<file path="config.mk">
export PLATFORM = sky130hd
export DESIGN_NAME = timebase_gen
export DESIGN_NICKNAME = d
export VERILOG_FILES = /design/src/rtl/timebase_gen.sv
export SDC_FILE = /design/constraint.sdc
export NUM_CORES = 1
export LEC_CHECK = 0
export ABC_AREA = 1
export ABC_CLOCK_PERIOD_IN_PS = 1800
export CAP_MARGIN = 20
export CELL_PAD_IN_SITES_DETAIL_PLACEMENT = 2
export CELL_PAD_IN_SITES_GLOBAL_PLACEMENT = 2
export CORE_UTILIZATION = 25
export DETAILED_ROUTE_END_ITERATION = 7
export DONT_BUFFER_PORTS = 1
export PLACE_DENSITY = 0.61
export SLEW_MARGIN = 0
export SYNTH_ARGS = -nofsm -noshare
export SYNTH_HDL_FRONTEND = slang
export SYNTH_SLANG_ARGS = --single-unit
</file>
<file path="constraint.sdc">
create_clock -name clock_50MHZ -period 1.8 [get_ports clock_50MHZ]
set_clock_uncertainty 0.05 [all_clocks]
set_input_delay 0.36 -clock clock_50MHZ [delete_from_list [all_inputs] [get_ports clock_50MHZ]]
set_output_delay 0.36 -clock clock_50MHZ [all_outputs]
set_load 0.01 [all_outputs]
</file>
<file path="src/rtl/timebase_gen.sv">
// Single-domain timebase for the digital clock: fast scan tick, 1 Hz tick,
// 50% blink and sub-second phase, all as registered clock-enable pulses.
//
// Ports:
//   clock_50MHZ  in   1      system clock, all registers on rising edge
//   reset        in   1      synchronous active-high reset
//   enable       in   1      count enable, low freezes counters and blink
//   sync         in   1      synchronous prescaler clear
//   fast_fwd     in   1      tick_slow follows every tick_fast
//   tick_fast    out  1      one-cycle pulse at FAST_HZ
//   tick_slow    out  1      one-cycle pulse at TICK_HZ (FAST_HZ in fast_fwd)
//   blink        out  1      TICK_HZ square wave, 50% duty
//   phase        out  SUB_W  fast ticks elapsed in the current slow period
module timebase_gen #(
    parameter int unsigned CLK_HZ  = 50_000_000,
    parameter int unsigned FAST_HZ = 500,
    parameter int unsigned TICK_HZ = 1,
    localparam int unsigned FAST_DIV   = CLK_HZ / FAST_HZ,
    localparam int unsigned SLOW_RATIO = FAST_HZ / TICK_HZ,
    localparam int unsigned PRE_W = (FAST_DIV > 2) ? $clog2(FAST_DIV) : 1,
    localparam int unsigned SUB_W = (SLOW_RATIO > 2) ? $clog2(SLOW_RATIO) : 1
) (
    input  logic             clock_50MHZ,
    input  logic             reset,
    input  logic             enable,
    input  logic             sync,
    input  logic             fast_fwd,
    output logic             tick_fast,
    output logic             tick_slow,
    output logic             blink,
    output logic [SUB_W-1:0] phase
);

    // Reject ratios that would give runt or asymmetric periods.
    if (FAST_DIV < 2 || (CLK_HZ % FAST_HZ) != 0) begin : g_bad_fast
        $error("timebase_gen: CLK_HZ/FAST_HZ must be an integer >= 2");
    end
    if (SLOW_RATIO < 2 || (SLOW_RATIO % 2) != 0 ||
        (FAST_HZ % TICK_HZ) != 0) begin : g_bad_slow
        $error("timebase_gen: FAST_HZ/TICK_HZ must be an even integer >= 2");
    end

    localparam logic [PRE_W-1:0] PRE_LAST = PRE_W'(FAST_DIV - 1);
    localparam logic [SUB_W-1:0] SUB_LAST = SUB_W'(SLOW_RATIO - 1);
    localparam logic [SUB_W-1:0] SUB_HALF = SUB_W'(SLOW_RATIO / 2);

    logic [PRE_W-1:0] pre_q, pre_d;
    logic [SUB_W-1:0] sub_q, sub_d;
    logic             tick_fast_q, tick_fast_d;
    logic             tick_slow_q, tick_slow_d;
    logic             blink_q, blink_d;
    logic             pre_term, sub_term;

    assign pre_term = (pre_q == PRE_LAST);
    assign sub_term = (sub_q == SUB_LAST);

    always_comb begin
        pre_d       = pre_q;
        sub_d       = sub_q;
        blink_d     = blink_q;
        tick_fast_d = 1'b0;
        tick_slow_d = 1'b0;
        if (sync) begin
            // Drops any pending terminal count, so the next period is full length.
            pre_d   = '0;
            sub_d   = '0;
            blink_d = 1'b1;
        end else if (enable) begin
            pre_d = pre_term ? '0 : pre_q + PRE_W'(1);
            if (pre_term) begin
                sub_d       = sub_term ? '0 : sub_q + SUB_W'(1);
                tick_fast_d = 1'b1;
                tick_slow_d = sub_term | fast_fwd;
            end
            blink_d = (sub_d < SUB_HALF);
        end
    end

    always_ff @(posedge clock_50MHZ) begin
        if (reset) begin
            pre_q       <= '0;
            sub_q       <= '0;
            tick_fast_q <= 1'b0;
            tick_slow_q <= 1'b0;
            blink_q     <= 1'b1;
        end else begin
            pre_q       <= pre_d;
            sub_q       <= sub_d;
            tick_fast_q <= tick_fast_d;
            tick_slow_q <= tick_slow_d;
            blink_q     <= blink_d;
        end
    end

    assign tick_fast = tick_fast_q;
    assign tick_slow = tick_slow_q;
    assign blink     = blink_q;
    assign phase     = sub_q;

endmodule

</file>
* Word-level counts from Yosys, hierarchy flattened *
Cells that the tools add are included.

cells by class
  $add $sub $neg = 2
  order comparisons = 1
  equal/unequal tests = 2
  mux-type cells = 6
  bitwise operators = 3
  reductions and logical operators = 3

operator list
  operator                                                    count
  2-to-1 mux 9 bit                                            4
  adder 17 x 1 -> 17 bit, second input constant               1
  equality test 17 bit, second input constant                 1
  2-to-1 mux 17 bit                                           1
  adder 9 x 1 -> 9 bit, second input constant                 1
  equality test 9 bit, second input constant                  1
  less-than comparator 9 x 8 -> 1 bit, second input constant  1
  OR reduction 4 bit                                          1
  OR reduction 3 bit                                          1
  inverter 1 bit                                              2
  OR reduction 2 bit                                          1
  2-to-1 mux 1 bit                                            1
  OR 1 bit                                                    1

storage, ports and cells
  bits in registers = 29
  bits of input ports = 5

* Longest topological paths before layout *
Gate-level depths: netlist (run 1).

  word-level depth = 6
  depth in mapped cells = 13
  depth with buffers taken out = 13

* Least setup slack after synthesis (run 1) *
Ideal clock, no wire load.

  path type = reg2reg
  start = reg sub_q[1] (netlist: phase[1])
  end = reg blink_q (netlist: blink)
  library setup time = 0.115 ns
  data arrival time = 1.400 ns
  data required time = 1.635 ns
  setup slack = 0.235 ns
  stages on the path, launching flop included = 13
  cell sequence = dfxtp_1 ha_1 nand3_1 o21bai_1 nand2_1 nor2_1 nand2_1 nand2_1 nand2_1 nor2_1 nand2_1 nand2_1 nand2_1

between the ends
  cells in the longest elaborated chain, start to end = 6

RTL lines
  element                                                             RTL line  text
  start, declared                                                     48        logic [SUB_W-1:0] sub_q, sub_d;
  start signal, assigned                                              88        sub_q <= sub_d;
  adder 9 x 1 -> 9 bit / equality test 9 bit (equally long branches)  71, 55
  2-to-1 mux 9 bit                                                    71        sub_d = sub_term ? '0 : sub_q + SUB_W'(1);
  2-to-1 mux 9 bit (*)                                                70        if (pre_term) begin
  2-to-1 mux 9 bit (*)                                                68        end else if (enable) begin
  2-to-1 mux 9 bit (*)                                                63        if (sync) begin
  less-than comparator 9 x 8 -> 1 bit (*)                             75        blink_d = (sub_d < SUB_HALF);
  end signal, assigned                                                91        blink_q <= blink_d;
  end, declared                                                       51        logic blink_q, blink_d;

Every way passes the cells marked *; elsewhere a longest branch is shown, timed or not. The select of a mux whose other input is x is not followed.
A chain may end at the register's enable or synchronous reset.

* Worst setup path after layout (run 1) *
  start = reg sub_q[0] (netlist: phase[0])
  end = reg blink_q (netlist: blink)

The elaborated chain is that of the path after synthesis.

==> impl_metrics.csv, run 1 <==
group,metric,value,unit
routing,via_per_inst,4.64,
final_layout,area_growth,27.4,%
cts,h-tree-depth,2,
outcome,violations,"DRC",
worst_hold_path,hold_path.class,"input port to register",
routing,ant_nets,0,
synth,ys_top_cells_by_area,"dfxtp_1 (35%), nand2_1 (12%), nor2_1 (9.0%), inv_1 (6.5%), xor2_1 (5.2%)",
sta,holdWs,162,ps
synth,synth_top_area_share,0.347,
sta,timing.final.crit_share,0.924,
synth,synth_fa_ha_area_frac,0.0149,
floorplan,die_w,83.8,microns
global_route,grt_max_degree,12,
synth,syn-num-nets,250,
cts,clock-sinks,29,
synth,ys_seq_elements,29,
final_layout,final_core_util,0.332,
global_route,grtUsageMet2,0.287,
worst_setup_path,arrival,1800,ps
power_and_ir_drop,power.leakage,0.829,nW
sta,finalCriticalPeriod,1660,ps
synth,synth_compound_gate_area_share,0.0770,
flow_run,drv_cap,0,
placement,post-place-cells,340,
power_and_ir_drop,powerDensity,598,nW/um^2
cts,cts_buffers,5,
global_route,grt_pass1_vias,1748,
worst_setup_path,crit_type,"register to register",
final_layout,fin_nets,279,
synth,synth_top_area_cell,"dfxtp_1",
synth,synthSimpleGateAreaFrac,0.401,
sta,hold_viol_final,0,
sta,setup_viol,0,
synth,synth_xor_area_frac,0.0680,
synth,synth.most_common_cell,"nand2_1",
cts,clockBufferDepth,2,
synth,postSynthAreaPerCell,6.89,sq um
routing,via_count,1618,
routing,drc,4,
power_and_ir_drop,max-vdd-ir-drop,0.285,mV
routing,drt_pass1_iterations,6,
final_layout,fill_cells,756,
outcome,status,"finished, violations left",
final_layout,layout-drive-gt1-share,0.279,
routing,wirelength,5260,microns
floorplan,dieArea,7030,sq um
synth,netlist_instances,243,
worst_setup_path,start_kind,"register",
synth,synthTopCellsByCount,"nand2_1 (53), nor2_1 (40), dfxtp_1 (29), inv_1 (29), nand3_1 (16)",
floorplan,rows,29,
cts,cts.root.buffer_cell,"clkbuf_8",
worst_setup_path,worstPathCellList,"ha_4 > nand3_1 > o21bai_1 > nand2_1 > nor2_1 > nand2_2 > nand2_2 > nand2_1 > nor2_1 > nand2_1 > nand2_1 > nand2_1",
routing,wl_per_cell,15.1,microns
synth,synth.distinct_cells,34,
cts,cts_tree,"built",
worst_setup_path,crit_required,1930,ps
synth,synth_enable_flop_cells,0,
synth,syn-cell-area,1670,sq um
floorplan,core,6420,sq um
global_route,met3_usage,0.0346,
cts,clk_pin_slew,70,ps
synth,synth_top_family_by_area,"simple AND/OR/NAND/NOR gates",
synth,async_flop_share,0,
global_route,busiest_layer,"met2",
cts,insertion_delay,280,ps
synth,synthMuxAreaShare,0,
floorplan,initial_core_util,0.261,
placement,dp_hpwl,4050,microns
sta,fin_ws,137,ps
worst_setup_path,worst-path-max-fanout,4,
global_route,overflow,0,
sta,max_freq,601,MHz
global_route,grt_pass1_wl,8810,microns
floorplan,io_pins,17,
global_route,antenna_found_initial,0,
placement,place.gp.congestion,0.723,
sta,slew_headroom,0.685,
sta,finalMaxSlewViolations,0,
synth,synthFlopType,"dfxtp_1",
worst_setup_path,crit_family,"simple AND/OR/NAND/NOR gates",
placement,dp_slack,-86.4,ps
worst_setup_path,end_kind,"register",
routing,drtIter0Drc,38,
global_route,grt_use_total,0.160,
placement,portBuffers,0,
final_layout,fin_cells,349,
global_route,grt.met1_usage,0.193,
worst_setup_path,cpMostUsedCell,"nand2_1",
worst_setup_path,critPathMaxStageDelay,410,ps
synth,yosys_warnings,0,
sta,worst_pin_slew,471,ps
worst_setup_path,slowest_stage,"dfxtp_1",
worst_setup_path,path_buf_inv,0,
floorplan,die_h,83.8,microns
synth,ys_seq_area_frac,0.347,
final_layout,diodes,0,
sta,rsz0062_at_grt,"true",
path summary, 6_finish.rpt:
kind / to / start / cells after the start / slack (ps)
max reg2reg: blink / phase[0] / 12 / 140
max: blink / phase[0] / 12 / 140
min: tick_slow / fast_fwd / 2 / 160
min reg2reg: pre_q[1] / pre_q[1] / 2 / 470
cell families after synthesis:
logic type | count (synthesis)
and+or+nand+nor | 141
xor gates and xnor gates | 13
buffers and inverters | 37
AOI/OAI and AO/OA | 21
adders and majority gates | 2
DFF | 29
sequential cells by signal, summed over array words and instances (netlist names):
register	count
blink	1
tick_fast	1
pre_q	17
tick_slow	1
phase	9
layer usage:
metal,part of all wire,up-vias
li1,-,826
met1,0.44,764
met2,0.51,21
met3,0.032,7
met4,0.012,0
met5,0,-
report_power, final:
| group | switching [mW] | internal [mW] |
|---|---|---|
| clock | 0.256 | 0.303 |
| combinational | 0.0395 | 0.0239 |
| sequential | 0.00626 | 0.647 |
| total | 0.302 | 0.974 |
cells in the final DEF, fill, tap and decap left out, types with 2 or more instances in the layout:
cell type / n
xor2_1: 10
dfxtp_1: 22
nor4_1: 2
xnor2_1: 3
o21ai_1: 2
clkbuf_8: 6
inv_2: 5
inv_1: 27
dfxtp_2: 6
nand2_2: 6
nor3_4: 2
buf_4: 25
nor2_2: 5
nand3_2: 3
o22ai_2: 2
nor2_4: 5
nor2_1: 36
nand4_1: 3
nor3_2: 2
o21ai_0: 6
nand3_1: 15
nand2_1: 49
a21oi_1: 8
ha_4: 2
nor3_1: 7
what timing repair did:
item | 4_1_cts | 5_1_grt
setup endpoints to repair | 2 | 19
hold endpoints to repair | 0 | 0
resized for setup | 2 | 28
buffers inserted | 0 | 2
pin swaps | 1 | 11
hold buffers | 0 | 0
layout make-up:
class / count / area, sq um / share of cell area
clock buffers: 7 / 86.3 / 0.0405
inverters: 33 / 125 / 0.0587
multi-input cells: 177 / 1030 / 0.481
flip-flops and latches: 29 / 592 / 0.277
well taps: 77 / 96.3 / 0.0452
repair buffers: 26 / 208 / 0.0974
worst register-to-register path, cell delays in order, from the launching register on:
cell,delay [ps]
dfxtp_1,410
ha_4,180
nand3_1,140
o21bai_1,170
nand2_1,70
nor2_1,120
nand2_2,70
nand2_2,60
nand2_1,50
nor2_1,90
nand2_1,60
nand2_1,50
nand2_1,40
per-stage QoR:
| step | instance area (sq um) | setup TNS, ps | total power [mW] |
|---|---|---|---|
| global placement | 1930 | -15.5 | 0.730 |
| finish | 2130 | 0 | 1.28 |
| global route | 2130 | -34.7 | 1.34 |
| detailed placement | 1930 | -86.4 | 0.732 |
| floorplan | 1670 | 0 | 0.710 |
| CTS | 2030 | 0 | 1.31 |
No activity file was read; power rests on OpenSTA's default activity.
==> run 2: changes to the inputs <==
Settings changed: CORE_ASPECT_RATIO from default to 0.5, CORE_UTILIZATION 25 to 35, PLACE_DENSITY 0.61 to 0.8.
==> impl_metrics.csv, run 2 (same netlist as run 1, synthesis figures left out) <==
group,metric,value,unit
outcome,status,"finished, violations left",
outcome,violations,"setup timing",
routing,ant_nets,0,
cts,cts_tree,"built",
floorplan,die_w,99.8,microns
floorplan,dieArea,5080,sq um
cts,cts.root.buffer_cell,"clkbuf_8",
routing,wirelength,7440,microns
routing,via_per_inst,5.28,
final_layout,fin_cells,338,
final_layout,final_common_cell,"nand2_1",
worst_setup_path,worst-path-max-fanout,3,
worst_setup_path,critPathMaxStageDelay,340,ps
sta,rsz0062_at_grt,"true",
worst_setup_path,worstPathCellList,"buf_4 > inv_1 > nor2_1 > nand2_1 > nor2_4 > nand3_1 > nand2_1 > nand2_2 > buf_4 > o21ai_0 > inv_1",
flow_run,drv_cap,0,
placement,portBuffers,0,
worst_setup_path,start_kind,"register",
global_route,grt_pass1_wl,9720,microns
final_layout,largest_register,"pre_q",
final_layout,largest_reg_flops,17,
placement,post-place-cells,324,
power_and_ir_drop,max-vdd-ir-drop,0.301,mV
worst_setup_path,arrival,2060,ps
sta,max_freq,521,MHz
worst_setup_path,end_kind,"register",
cts,clk_pin_slew,80,ps
sta,finalCriticalPeriod,1920,ps
sta,setup_viol,7,
worst_setup_path,crit_family,"simple AND/OR/NAND/NOR gates",
final_layout,diodes,0,
routing,drtIter0Drc,36,
floorplan,rows,17,
sta,finalMaxSlewViolations,0,
placement,dp_hpwl,4110,microns
sta,slew_headroom,0.682,
global_route,overflow,0,
floorplan,die_h,50.9,microns
global_route,grt_pass1_vias,1862,
final_layout,area_growth,30.9,%
routing,via_count,1784,
sta,hold_viol_final,0,
final_layout,mostFrequentLayoutCells,"nand2_1 (45), nor2_1 (31), inv_1 (27)",
power_and_ir_drop,powerDensity,624,nW/um^2
worst_setup_path,path_buf_inv,4,
cts,h-tree-depth,2,
sta,timing.final.crit_share,1.07,
cts,cts_buffers,5,
worst_setup_path,crit_type,"register to register",
placement,place.gp.congestion,0.751,
floorplan,io_pins,17,
power_and_ir_drop,power.leakage,0.839,nW
global_route,antenna_found_initial,0,
sta,setup_tns,-402,ps
worst_setup_path,slowest_stage,"dfxtp_2",
floorplan,core,4490,sq um
worst_hold_path,hold_path.class,"input port to register",
global_route,grt_use_total,0.259,
global_route,grt_max_degree,13,
final_layout,layout-drive-gt1-share,0.349,
routing,drt_pass1_iterations,4,
placement,place_area,1870,sq um
cts,insertion_delay,300,ps
cts,clockBufferDepth,2,
power_and_ir_drop,total_power,1.37,mW
sta,fin_ws,-118,ps
final_layout,fin_nets,278,
routing,wl_per_cell,22.0,microns
worst_setup_path,crit_required,1940,ps
sta,worst_pin_slew,477,ps
cts,clock-sinks,29,
final_layout,final_area,2190,sq um
floorplan,initial_core_util,0.373,
routing,drc,0,
## run 2: layout make-up
| cell class | count | area [sq um] |
|---|---|---|
| clock buffer | 7 | 96.3 |
| tap | 66 | 82.6 |
| clock inverter | 1 | 5.00 |
| fill | 500 | 2300 |
| timing repair buffer | 25 | 191 |
| inverter | 33 | 130 |
| multi-input combinational | 177 | 1090 |
| sequential | 29 | 599 |
## run 2: final timing paths
path            start   endpoint  slack [ps]  cells after the start
max          pre_q[7]   phase[7]        -120                     11
min          fast_fwd  tick_slow         150                      2
max reg2reg  pre_q[7]   phase[7]        -120                     11
min reg2reg  pre_q[1]   pre_q[1]         500                      2
## run 2: timing repair
item                                    4_1_cts  5_1_grt
buffers inserted                              1        5
endpoints found under the setup margin        6       16
hold buffers                                  0        0
gates resized for setup                      10       46
pin swaps                                     2       15
## run 2: report_power, final
group          leakage [nW]  switching [mW]  internal (mW)
clock                0.0542           0.299          0.346
sequential            0.241         0.00759          0.646
combinational         0.543          0.0447         0.0228
total                 0.839           0.351           1.02
## run 2: routing by layer
metal  track usage  part of all wire  routed length (microns)  vias to the layer above
li1              -                 -                        -                      826
met1         0.309              0.43                     3220                      904
met2         0.474              0.51                     3830                       33
met3        0.0575             0.024                      176                       21
met4        0.0760             0.029                      215                        0
met5             0                 0                        0                        -
## run 2: stage by stage
stage	util	setup WS [ps]	hold slack, ps
final	0.488	-118	148
after global routing	0.488	-197	152
after floorplan	-	235	428
after global placement	0.417	50.6	444
after CTS	0.449	6.70	152
after detailed placement	0.417	-54.9	460
==> run 3: changes to the inputs <==
==> constraint.sdc (replaced) <==
create_clock -name clock_50MHZ -period 1.8 [get_ports clock_50MHZ]
set_clock_uncertainty 0.05 [all_clocks]
set_input_delay 0.45 -clock clock_50MHZ [delete_from_list [all_inputs] [get_ports clock_50MHZ]]
set_output_delay 0.45 -clock clock_50MHZ [all_outputs]
set_load 0.01 [all_outputs]
==> impl_metrics.csv, run 3 (same netlist as run 1, synthesis figures left out) <==
group,metric,value,unit
outcome,status,"finished, violations left",
outcome,violations,"setup timing",
final_layout,layout-drive-gt1-share,0.320,
final_layout,final_common_cell,"nand2_1",
worst_hold_path,holdPathStages,2,
floorplan,io_pins,17,
routing,drc,0,
global_route,grt_max_degree,13,
final_layout,largest_reg_flops,17,
placement,place_area,1870,sq um
global_route,grt_use_total,0.235,
sta,setup_tns,-13.5,ps
worst_hold_path,min_from,"fast_fwd",
worst_setup_path,crit_family,"simple AND/OR/NAND/NOR gates",
placement,post-place-cells,324,
cts,clock-sinks,29,
final_layout,final_core_util,0.480,
sta,max_freq,551,MHz
worst_setup_path,end_kind,"register",
worst_setup_path,r2r-start,"pre_q[5]",
worst_setup_path,worstPathCellList,"buf_4 > nand2_2 > nor2_4 > nand3_1 > nor3_2 > nand3_2 > nor2_2 > a21oi_1 > and2_1",
floorplan,die_w,99.8,microns
sta,finalMaxSlewViolations,0,
routing,via_per_inst,5.15,
flow_run,drv_cap,0,
sta,finalCriticalPeriod,1810,ps
worst_setup_path,slowest_stage,"dfxtp_2",
sta,hold_viol_final,0,
worst_setup_path,reg2reg_slack,-10,ps
worst_setup_path,r2r_end,"pre_q[13]",
floorplan,core,4490,sq um
final_layout,fin_nets,278,
power_and_ir_drop,power.leakage,0.822,nW
final_layout,final_area,2150,sq um
placement,dp_hpwl,4100,microns
power_and_ir_drop,powerDensity,591,nW/um^2
cts,cts.root.buffer_cell,"clkbuf_8",
final_layout,area_growth,28.5,%
global_route,antenna_found_initial,0,
routing,drtIter0Drc,33,
worst_setup_path,worst-path-max-fanout,3,
sta,holdWs,240,ps
worst_setup_path,path_buf_inv,1,
routing,via_count,1741,
final_layout,mostFrequentLayoutCells,"nand2_1 (48), nor2_1 (34), inv_1 (26)",
power_and_ir_drop,max-vdd-ir-drop,0.467,mV
floorplan,initial_core_util,0.373,
final_layout,fin_cells,338,
placement,place.gp.congestion,0.752,
floorplan,die_h,50.9,microns
placement,portBuffers,0,
global_route,grt_pass1_vias,1784,
cts,clockBufferDepth,2,
floorplan,dieArea,5080,sq um
cts,clk_pin_slew,80,ps
routing,wl_per_cell,19.8,microns
cts,cts_buffers,5,
sta,timing.final.crit_share,1.01,
routing,wirelength,6680,microns
sta,fin_ws,-13.5,ps
final_layout,diodes,0,
cts,postCtsHoldBufs,0,
routing,drt_pass1_iterations,4,
worst_setup_path,worstRegToRegCells,9,
worst_setup_path,critPathMaxStageDelay,380,ps
worst_setup_path,start_kind,"register",
worst_hold_path,hold_path.class,"input port to register",
cts,h-tree-depth,2,
sta,worst_pin_slew,482,ps
cts,cts_tree,"built",
worst_setup_path,arrival,1940,ps
cts,insertion_delay,290,ps
worst_setup_path,crit_required,1930,ps
global_route,overflow,0,
worst_setup_path,crit_type,"register to register",
floorplan,rows,17,
sta,setup_viol,1,
routing,ant_nets,0,
global_route,grt_pass1_wl,9050,microns
worst_hold_path,whs_endpoint,"tick_slow",
sta,slew_headroom,0.678,
final_layout,largest_register,"pre_q",
-- run 3: changes by cell type in the layout (fill, tap and decap cells not counted), sizes merged --
cell,previous run,this run
clkinv,2,3
clkbuf,7,6
-- run 3: area by class of cell --
type / instances / area [sq um]
Sequential cell: 29 / 601
Clock inverter: 2 / 10.0
Tap cell: 66 / 82.6
Multi-Input combinational cell: 177 / 1060
Timing Repair Buffer: 25 / 195
Fill cell: 521 / 2340
Clock buffer: 6 / 72.6
Inverter: 33 / 130
-- run 3: worst max path at each step --
stage / slack (ps) / cells past startpoint / end / from
after floorplan: 240 / 12 / blink / phase[1]
after global placement: 50 / 12 / blink / pre_q[0]
after detailed placement: -50 / 12 / blink / pre_q[0]
after CTS: 10 / 12 / blink / pre_q[0]
final: -10 / 9 / pre_q[13] / pre_q[5]
after global routing: -90 / 9 / pre_q[13] / pre_q[5]
-- run 3: timing repair --
item / 4_1_cts / 5_1_grt
setup buffers: 1 / 5
setup endpoints to repair: 1 / 9
resized for setup: 5 / 44
pin swaps: 1 / 14
-- run 3: per-layer routing --
metal | share of wire | vias to the layer above | routed length [microns] | global-route usage
li1 | - | 829 | - | -
met1 | 0.44 | 870 | 2950 | 0.297
met2 | 0.51 | 31 | 3400 | 0.417
met3 | 0.031 | 11 | 208 | 0.0506
met4 | 0.018 | 0 | 120 | 0.0490
met5 | 0 | - | 0 | 0
-- run 3: power breakdown --
part / internal [mW] / switching [mW] / total, mW / leakage (nW)
registers: 0.645 / 0.00708 / 0.653 / 0.241
clock network: 0.268 / 0.288 / 0.556 / 0.0450
logic: 0.0213 / 0.0410 / 0.0623 / 0.536
-- run 3: stage by stage --
stage | total power [mW] | worst slack [ps]
final | 1.27 | -13.5
after global routing | 1.31 | -92.5
after CTS | 1.27 | 9.65
after detailed placement | 0.725 | -53.8
after global placement | 0.721 | 51.3
after floorplan | 0.710 | 235
